`src/rtl/regdump_pkg.sv`:
```
// Shared types and default sizes for the register-file dump reader.
// Sizes match the 32x32 integer register file.
package regdump_pkg;

  localparam int DEF_DATA_WIDTH  = 32;
  localparam int DEF_WORDS       = 32;
  localparam int DEF_SELECT_SIZE = 5;

  typedef enum logic [2:0] {
    IDLE,
    READ,
    SEND,
    CSUM,
    DONE
  } regdump_state_t;

endpackage

```
`src/rtl/regfile_dump_reader.sv`:
```
// Walks the register file and streams each word out over valid/ready.
// Define REGDUMP_CHECKSUM_EN to append an XOR checksum beat.
module regfile_dump_reader
  import regdump_pkg::*;
#(
  parameter int DATA_WIDTH  = DEF_DATA_WIDTH,
  parameter int WORDS       = DEF_WORDS,
  parameter int SELECT_SIZE = DEF_SELECT_SIZE
) (
  input  logic                   clk_i,
  input  logic                   reset_ni,
  input  logic                   start_i,
  input  logic                   abort_i,
  output logic                   busy_o,
  output logic                   done_o,
  output logic [SELECT_SIZE-1:0] reg_sel_o,
  input  logic [DATA_WIDTH-1:0]  reg_data_i,
  output logic [DATA_WIDTH-1:0]  m_data_o,
  output logic [SELECT_SIZE-1:0] m_index_o,
  output logic                   m_last_o,
  output logic                   m_valid_o,
  input  logic                   m_ready_i
);

  localparam logic [SELECT_SIZE-1:0] LAST =
    SELECT_SIZE'(WORDS - 1);

`ifdef REGDUMP_CHECKSUM_EN
  localparam logic HAS_CSUM = 1'b1;
  logic [DATA_WIDTH-1:0] checksum;
`else
  localparam logic HAS_CSUM = 1'b0;
`endif

  regdump_state_t state;
  logic [SELECT_SIZE-1:0] idx;

  always_ff @(posedge clk_i or negedge reset_ni) begin
    if (!reset_ni) begin
      state     <= IDLE;
      idx       <= '0;
      reg_sel_o <= '0;
      m_data_o  <= '0;
      m_index_o <= '0;
      m_last_o  <= 1'b0;
      m_valid_o <= 1'b0;
      busy_o    <= 1'b0;
      done_o    <= 1'b0;
`ifdef REGDUMP_CHECKSUM_EN
      checksum  <= '0;
`endif
    end else if (abort_i && state != IDLE) begin
      // Abort may drop a pending beat; nothing further is sent.
      state     <= IDLE;
      m_valid_o <= 1'b0;
      m_last_o  <= 1'b0;
      busy_o    <= 1'b0;
      done_o    <= 1'b0;
    end else begin
      unique case (state)
        IDLE: begin
          if (start_i) begin
            state     <= READ;
            idx       <= '0;
            reg_sel_o <= '0;
            busy_o    <= 1'b1;
`ifdef REGDUMP_CHECKSUM_EN
            checksum  <= '0;
`endif
          end
        end
        READ: begin
          m_data_o  <= reg_data_i;
          m_index_o <= idx;
          m_valid_o <= 1'b1;
          m_last_o  <= (idx == LAST) && !HAS_CSUM;
          state     <= SEND;
        end
        SEND: begin
          if (m_ready_i) begin
            m_valid_o <= 1'b0;
            m_last_o  <= 1'b0;
`ifdef REGDUMP_CHECKSUM_EN
            checksum  <= checksum ^ m_data_o;
`endif
            if (idx != LAST) begin
              idx       <= idx + 1'b1;
              reg_sel_o <= idx + 1'b1;
              state     <= READ;
            end else begin
`ifdef REGDUMP_CHECKSUM_EN
              // Checksum beat follows with no bubble.
              m_data_o  <= checksum ^ m_data_o;
              m_index_o <= '0;
              m_last_o  <= 1'b1;
              m_valid_o <= 1'b1;
              state     <= CSUM;
`else
              done_o    <= 1'b1;
              state     <= DONE;
`endif
            end
          end
        end
`ifdef REGDUMP_CHECKSUM_EN
        CSUM: begin
          if (m_ready_i) begin
            m_valid_o <= 1'b0;
            m_last_o  <= 1'b0;
            done_o    <= 1'b1;
            state     <= DONE;
          end
        end
`endif
        DONE: begin
          done_o <= 1'b0;
          busy_o <= 1'b0;
          state  <= IDLE;
        end
        default: state <= IDLE;
      endcase
    end
  end

endmodule

```
`config.mk`:
```
export PLATFORM = sky130hd
export DESIGN_NAME = regfile_dump_reader
export DESIGN_NICKNAME = d
export VERILOG_FILES = /design/src/rtl/regdump_pkg.sv /design/src/rtl/regfile_dump_reader.sv
export SDC_FILE = /design/constraint.sdc
export NUM_CORES = 1
export LEC_CHECK = 0
export BUFFER_PORTS_ARGS = -buffer_cell sky130_fd_sc_hd__buf_2
export CAP_MARGIN = 40
export CORE_ASPECT_RATIO = 0.6
export CORE_MARGIN = 3
export CORE_UTILIZATION = 51
export DETAILED_ROUTE_END_ITERATION = 7
export GPL_TIMING_DRIVEN = 0
export MAX_ROUTING_LAYER = met4
export PLACE_DENSITY = 0.86
export SYNTH_ARGS = -nofsm -noshare
export SYNTH_HDL_FRONTEND = slang
export SYNTH_SLANG_ARGS = --single-unit
```
`constraint.sdc`:
```
create_clock -name clk_i -period 3.2 [get_ports clk_i]
set_input_delay 0.48 -clock clk_i [delete_from_list [all_inputs] [get_ports clk_i]]
set_output_delay 0.48 -clock clk_i [all_outputs]
set_load 0.01 [all_outputs]
```
== Yosys cells after proc, flatten, opt, wreduce, memory -nomap -nowiden ==
Index checks and enable logic that the tools add are counted.

* Flip-flop bits (word level): 49
* Input bits: 37
* Output and inout port bits: 46
* Logic and storage cells: 55

* Add/subtract/negate cells: 1
* Equality and inequality tests: 11
* Mux-type cells: 21
* Bitwise operators: 1
* Reductions and logical operators: 13

{| class="wikitable"
|+ Operators by type and width
! operator !! number
|-
| two-way mux 5 bit || 3
|-
| two-way mux 3 bit || 4
|-
| nonzero test 3 bit || 4
|-
| case mux 5 bit (2 select lines) || 1
|-
| inequality test 3 bit, second input constant || 3
|-
| case mux 3 bit (3 select lines) || 1
|-
| two-way mux 1 bit || 8
|-
| case mux 1 bit (2 select lines) || 4
|-
| AND reduction 2 bit || 4
|-
| inequality test 2 bit, second input constant || 3
|-
| adder 5 x 1 -> 5 bit, second input constant || 1
|-
| == test 5 bit, second input constant || 1
|-
| inequality test 5 bit, second input constant || 1
|-
| AND reduction 5 bit || 1
|-
| == test 3 x 1 -> 1 bit, second input constant || 1
|-
| == test 3 x 2 -> 1 bit, second input constant || 1
|-
| == test 3 bit, second input constant || 1
|-
| zero test 3 bit || 1
|-
| AND reduction 3 bit || 1
|-
| nonzero test 2 bit || 1
|-
| logical AND 1 bit || 1
|-
| NOT 1 bit || 1
|}

== Longest topological paths before layout ==
* Depth after elaboration: 5
* Depth in mapped cells: 7
* Depth with buffers taken out: 6

== Worst setup path before layout ==
No wires, ideal clock.

* Path type: register to register
* From: register idx[0]
* To: register idx[3]
* Arrival time: 2010 ps
* Data required time: 3074 ps
* Path slack: 1064 ps
* Stages on the path, launching flop included: 8
* Buffers on the path: 1
* Period minus slack after synthesis: 2136 ps
* Cells stage by stage: dfrtp_1 ha_1 and3_1 ha_1 or3b_1 buf_2 o211a_1 a221o_1

* Word-level cells in the longest chain between the ends: 4
* Elaborated cells on any way between the ends: 7
* Classes of those cells: add/sub (1); eq/ne (2); mux (3); reduce/logical (1)

{| class="wikitable"
|+ Ends and longest elaborated chain
! element !! line !! text
|-
| start, declared || regfile_dump_reader.sv:36 || <nowiki>logic [SELECT_SIZE-1:0] idx;</nowiki>
|-
| start signal, assigned || regfile_dump_reader.sv:87 || <nowiki>idx <= idx + 1'b1;</nowiki>
|-
| adder 5 x 1 -> 5 bit || regfile_dump_reader.sv:87 ||
|-
| two-way mux 5 bit || regfile_dump_reader.sv:86 || <nowiki>if (idx != LAST) begin</nowiki>
|-
| two-way mux 5 bit || regfile_dump_reader.sv:80 || <nowiki>if (m_ready_i) begin</nowiki>
|-
| case mux 5 bit (2 select lines) || regfile_dump_reader.sv:60 || <nowiki>unique case (state)</nowiki>
|}

Several ways; a longest one is shown, not always the timed one. The select of a mux whose other input is x is not followed.
A chain may end at the register's enable or synchronous reset.

== Worst setup path in the final report ==
Ends and elaborated chain as after synthesis.

==> qor.txt <==
ROUTING
---------------------------------------------------------------------------
Number of detailed-route iterations in the first pass ........            4
Vias per inst ................................................         5.20
Detailed Route Iter0 Violations ..............................           30
Vias after detailed routing ..................................         1498
Wirelength per Cell ..........................................      14.8 um
Total DRC errors in the routed layout ........................            0
Final routed wirelength across all metal layers ..............      4270 um
Number of nets still failing antenna checks after routing ....            0

SYNTHESIS
---------------------------------------------------------------------------
Synthesized flop and latch total .............................           49
EDFF count, synth ............................................            0
Cell count after synthesis ...................................          151
Dominant cell type by area after synthesis ...................      dfrtp_1
Distinct cell type count of the synthesized netlist ..........           37
Async S/R FF share, synth ....................................         100%
Register area share after synthesis ..........................        59.4%
Syn Area/Cell ................................................    13.7 um^2
Prevailing post-synth register cell ..........................      dfrtp_1
Top area cells in the synthesized netlist .................... dfrtp_1 (59%), mux2_2 (20%), ha_1 (1.8%)
Cell area after synthesis ....................................    2060 um^2
Yosys warning count ..........................................            0
Post-Synthesis Net Count .....................................          191
Share of the synthesized area in the top cell type ...........        59.4%

FINISH
---------------------------------------------------------------------------
Final antenna diode count ....................................            0
Syn-to-layout area delta .....................................        30.3%
Final design instance area without fill ......................    2690 um^2
Count of non-filler cells in the finished layout .............          288
Share of cells above drive strength 1 ........................        57.3%
Fin nets .....................................................          280

CLOCKING
---------------------------------------------------------------------------
Buffer count from post-CTS setup fixing ......................            0
Deepest level of the CTS H-tree ..............................            2
PostCTS Resize Cnt ...........................................            0
Latest clock arrival within the worst-skew pair ..............       300 ps
Number of hold-repair buffers added at the cts stage .........            0
Clk pin slew, worst setup/hold paths .........................        90 ps
Number of sinks on the clock net .............................           49
Number of buffers added by the clock tree synthesis step .....            5
CTS max path bufs ............................................            2
CTS tree .....................................................          yes
Root buffer cell .............................................     clkbuf_8

HOLD PATH
---------------------------------------------------------------------------
Type of the tightest min-delay check ......................... input port to async pin

SETUP PATH
---------------------------------------------------------------------------
Slowest-stage cell, CP .......................................      dfrtp_1
Number of buffers and inverters on the critical path .........            1
Total number of cells along the worst setup path .............            7
Critical Path Sink Type ......................................     register
Max stage delay on crit path .................................       450 ps
End of the worst register-to-register path ...................       idx[3]
Timing endpoint of the critical path .........................       idx[3]
FF-to-FF Start ...............................................       idx[0]
Largest fanout on the critical path ..........................            7
Largest delay contributor family on the critical path ........ simple AND/OR/NAND/NOR gates
WP data required .............................................      3380 ps
Critical Setup Path Class .................................... register to register
Worst setup path startpoint ..................................       idx[0]
Cell occurring most often along the worst timing path ........         ha_1
Setup slack on the worst flop-to-flop path ...................       920 ps
Depth of the worst register-to-register path .................            7
Data arrival time of the critical path .......................      2460 ps
Worst Setup Start Kind .......................................     register
Cells along the critical path ................................ ha_1, and3_1, ha_1, or3b_1, buf_2, o211a_1, a221o_1

GLOBAL ROUTING
---------------------------------------------------------------------------
Vias in the first global route ...............................         1457
Met3 Use GR ..................................................        5.22%
Maximum number of pins on one net before global-route repair .           27
GRT Resource Usage Total .....................................        19.1%
Antenna violations before repair .............................            0
Met2 routing resource usage after global routing .............        26.4%
GR Util met1 .................................................        27.5%
Final global-route overflow total ............................            0
Global-route wire length before repair .......................      7020 um
Busiest metal layer after global routing .....................         met1

TIMING
---------------------------------------------------------------------------
Setup repair after global routing missed its margin ..........           no
Final setup violation count ..................................            0
Worst-Margin Slew ............................................       599 ps
Minimum setup slack in the final design ......................       921 ps
Max-slew violation count .....................................            0
Clock Skews ..................................................      7.91 ps
Number of hold violations in the final report ................            0
Achievable frequency .........................................      439 MHz
Final Critical Period ........................................      2280 ps
Worst Hold Slack .............................................       179 ps
Normalized max-slew margin ...................................        60.1%
Period utilisation layout ....................................        71.2%
Setup Total Neg Slack ........................................         0 ps

PLACE
---------------------------------------------------------------------------
Placed cell count ............................................          280
Quantity of I/O buffers inserted on ports ....................           81
Cell area after placement ....................................    2560 um^2
Detailed placer's ending HPWL ................................      3230 um
Pre-CTS setup slack ..........................................       957 ps
Gpl congestion ...............................................        0.845

DIE
---------------------------------------------------------------------------
Die width ....................................................      88.1 um
Starting density of the core .................................        54.5%
Height of the die ............................................      55.3 um
Area of the die ..............................................    4870 um^2
Number of ports placed on the die boundary ...................           83
Total core area ..............................................    3790 um^2
Count of standard-cell rows ..................................           17

PWR
---------------------------------------------------------------------------
Cell Pwr Density .............................................  695 nW/um^2
Leakage power total ..........................................      1.39 nW
Maximum vdd ir drop ..........................................       439 uV

RUN
---------------------------------------------------------------------------
Max-cap check violation count ................................            0

STATUS
---------------------------------------------------------------------------
Status ....................................................... complete, no violations

[worst min-delay path by stage]
| stage | start | end | slack (ps) | depth (start not counted) |
|---|---|---|---|---|
| after floorplan | reset_ni | busy_o | 180 | 0 |
| after global placement | m_valid_o | m_valid_o | 460 | 1 |
| after detailed placement | m_valid_o | m_valid_o | 470 | 1 |
| after CTS | reset_ni | done_o | 190 | 1 |
| after global routing | reset_ni | m_data_o[26] | 220 | 1 |
| final | reset_ni | m_index_o[4] | 180 | 1 |
[power breakdown]
part	switching (mW)	internal (mW)
Combinational	0.239	0.263
Clock	0.203	0.310
Sequential	0.0771	0.776
Total	0.519	1.35
[through the flow]
step	power, mW	utilization (%)
floorplan	1.14	-
global placement	1.35	66.8
detailed placement	1.38	67.5
CTS	1.89	71.1
global route	1.97	71.1
finish	1.87	71.1
[kinds of logic after synthesis]
kind of cell    after synthesis  share of synthesized area, %
compound gates               18                          6.36
fa+ha+maj                     3                          1.82
flops                        49                          59.4
simple gates                 32                          9.21
buf+inv                      12                          3.03
mux                          37                          20.2
[cell usage after synthesis, types with 2 or more instances]
master     n
and3_1     3
buf_2      5
nand4_1    2
ha_1       3
nor2_1     6
nand3_1    5
a21oi_1    2
or3b_2     2
nor2b_1    2
nand2_1    2
dfrtp_1   49
mux2_2    37
o21ai_0    4
nor3b_1    2
clkbuf_1   4
a211o_1    2
[layer usage]
| layer | vias to the layer above | share of wire (%) |
|---|---|---|
| li1 | 725 | - |
| met1 | 707 | 49 |
| met2 | 58 | 44 |
| met3 | 8 | 6.5 |
| met4 | 0 | 1.2 |
| met5 | - | 0 |
[registers in the layout, summed over array words and instances (netlist names)]
signal     flops
m_index_o      5
m_data_o      32
idx            5
busy_o         1
m_valid_o      1
state          3
m_last_o       1
done_o         1
[final cells by class]
class	instances	area, um^2
plain buffers	11	58.8
clock inverters	3	65.1
multi-input cells	90	776
repair buffers	82	433
flip-flops and latches	49	1230
fillers	282	1100
inverters	1	3.75
well taps	47	58.8
clock buffers	5	68.8
[cell usage in the layout (no fill, tap or decap), types with 2 or more instances in the layout]
cell	Yosys	routed
a211o_1	2	2
a21oi_1	2	2
and3_1	3	3
buf_2	5	86
bufinv_16	0	2
clkbuf_1	4	4
clkbuf_8	0	5
dfrtp_1	49	49
ha_1	3	3
mux2_2	37	37
nand2_1	2	2
nand3_1	5	5
nand4_1	2	2
nor2_1	6	6
nor2b_1	2	2
nor3b_1	2	2
o21ai_0	4	4
or3b_2	2	2
Power figures use the tool's default switching activity.
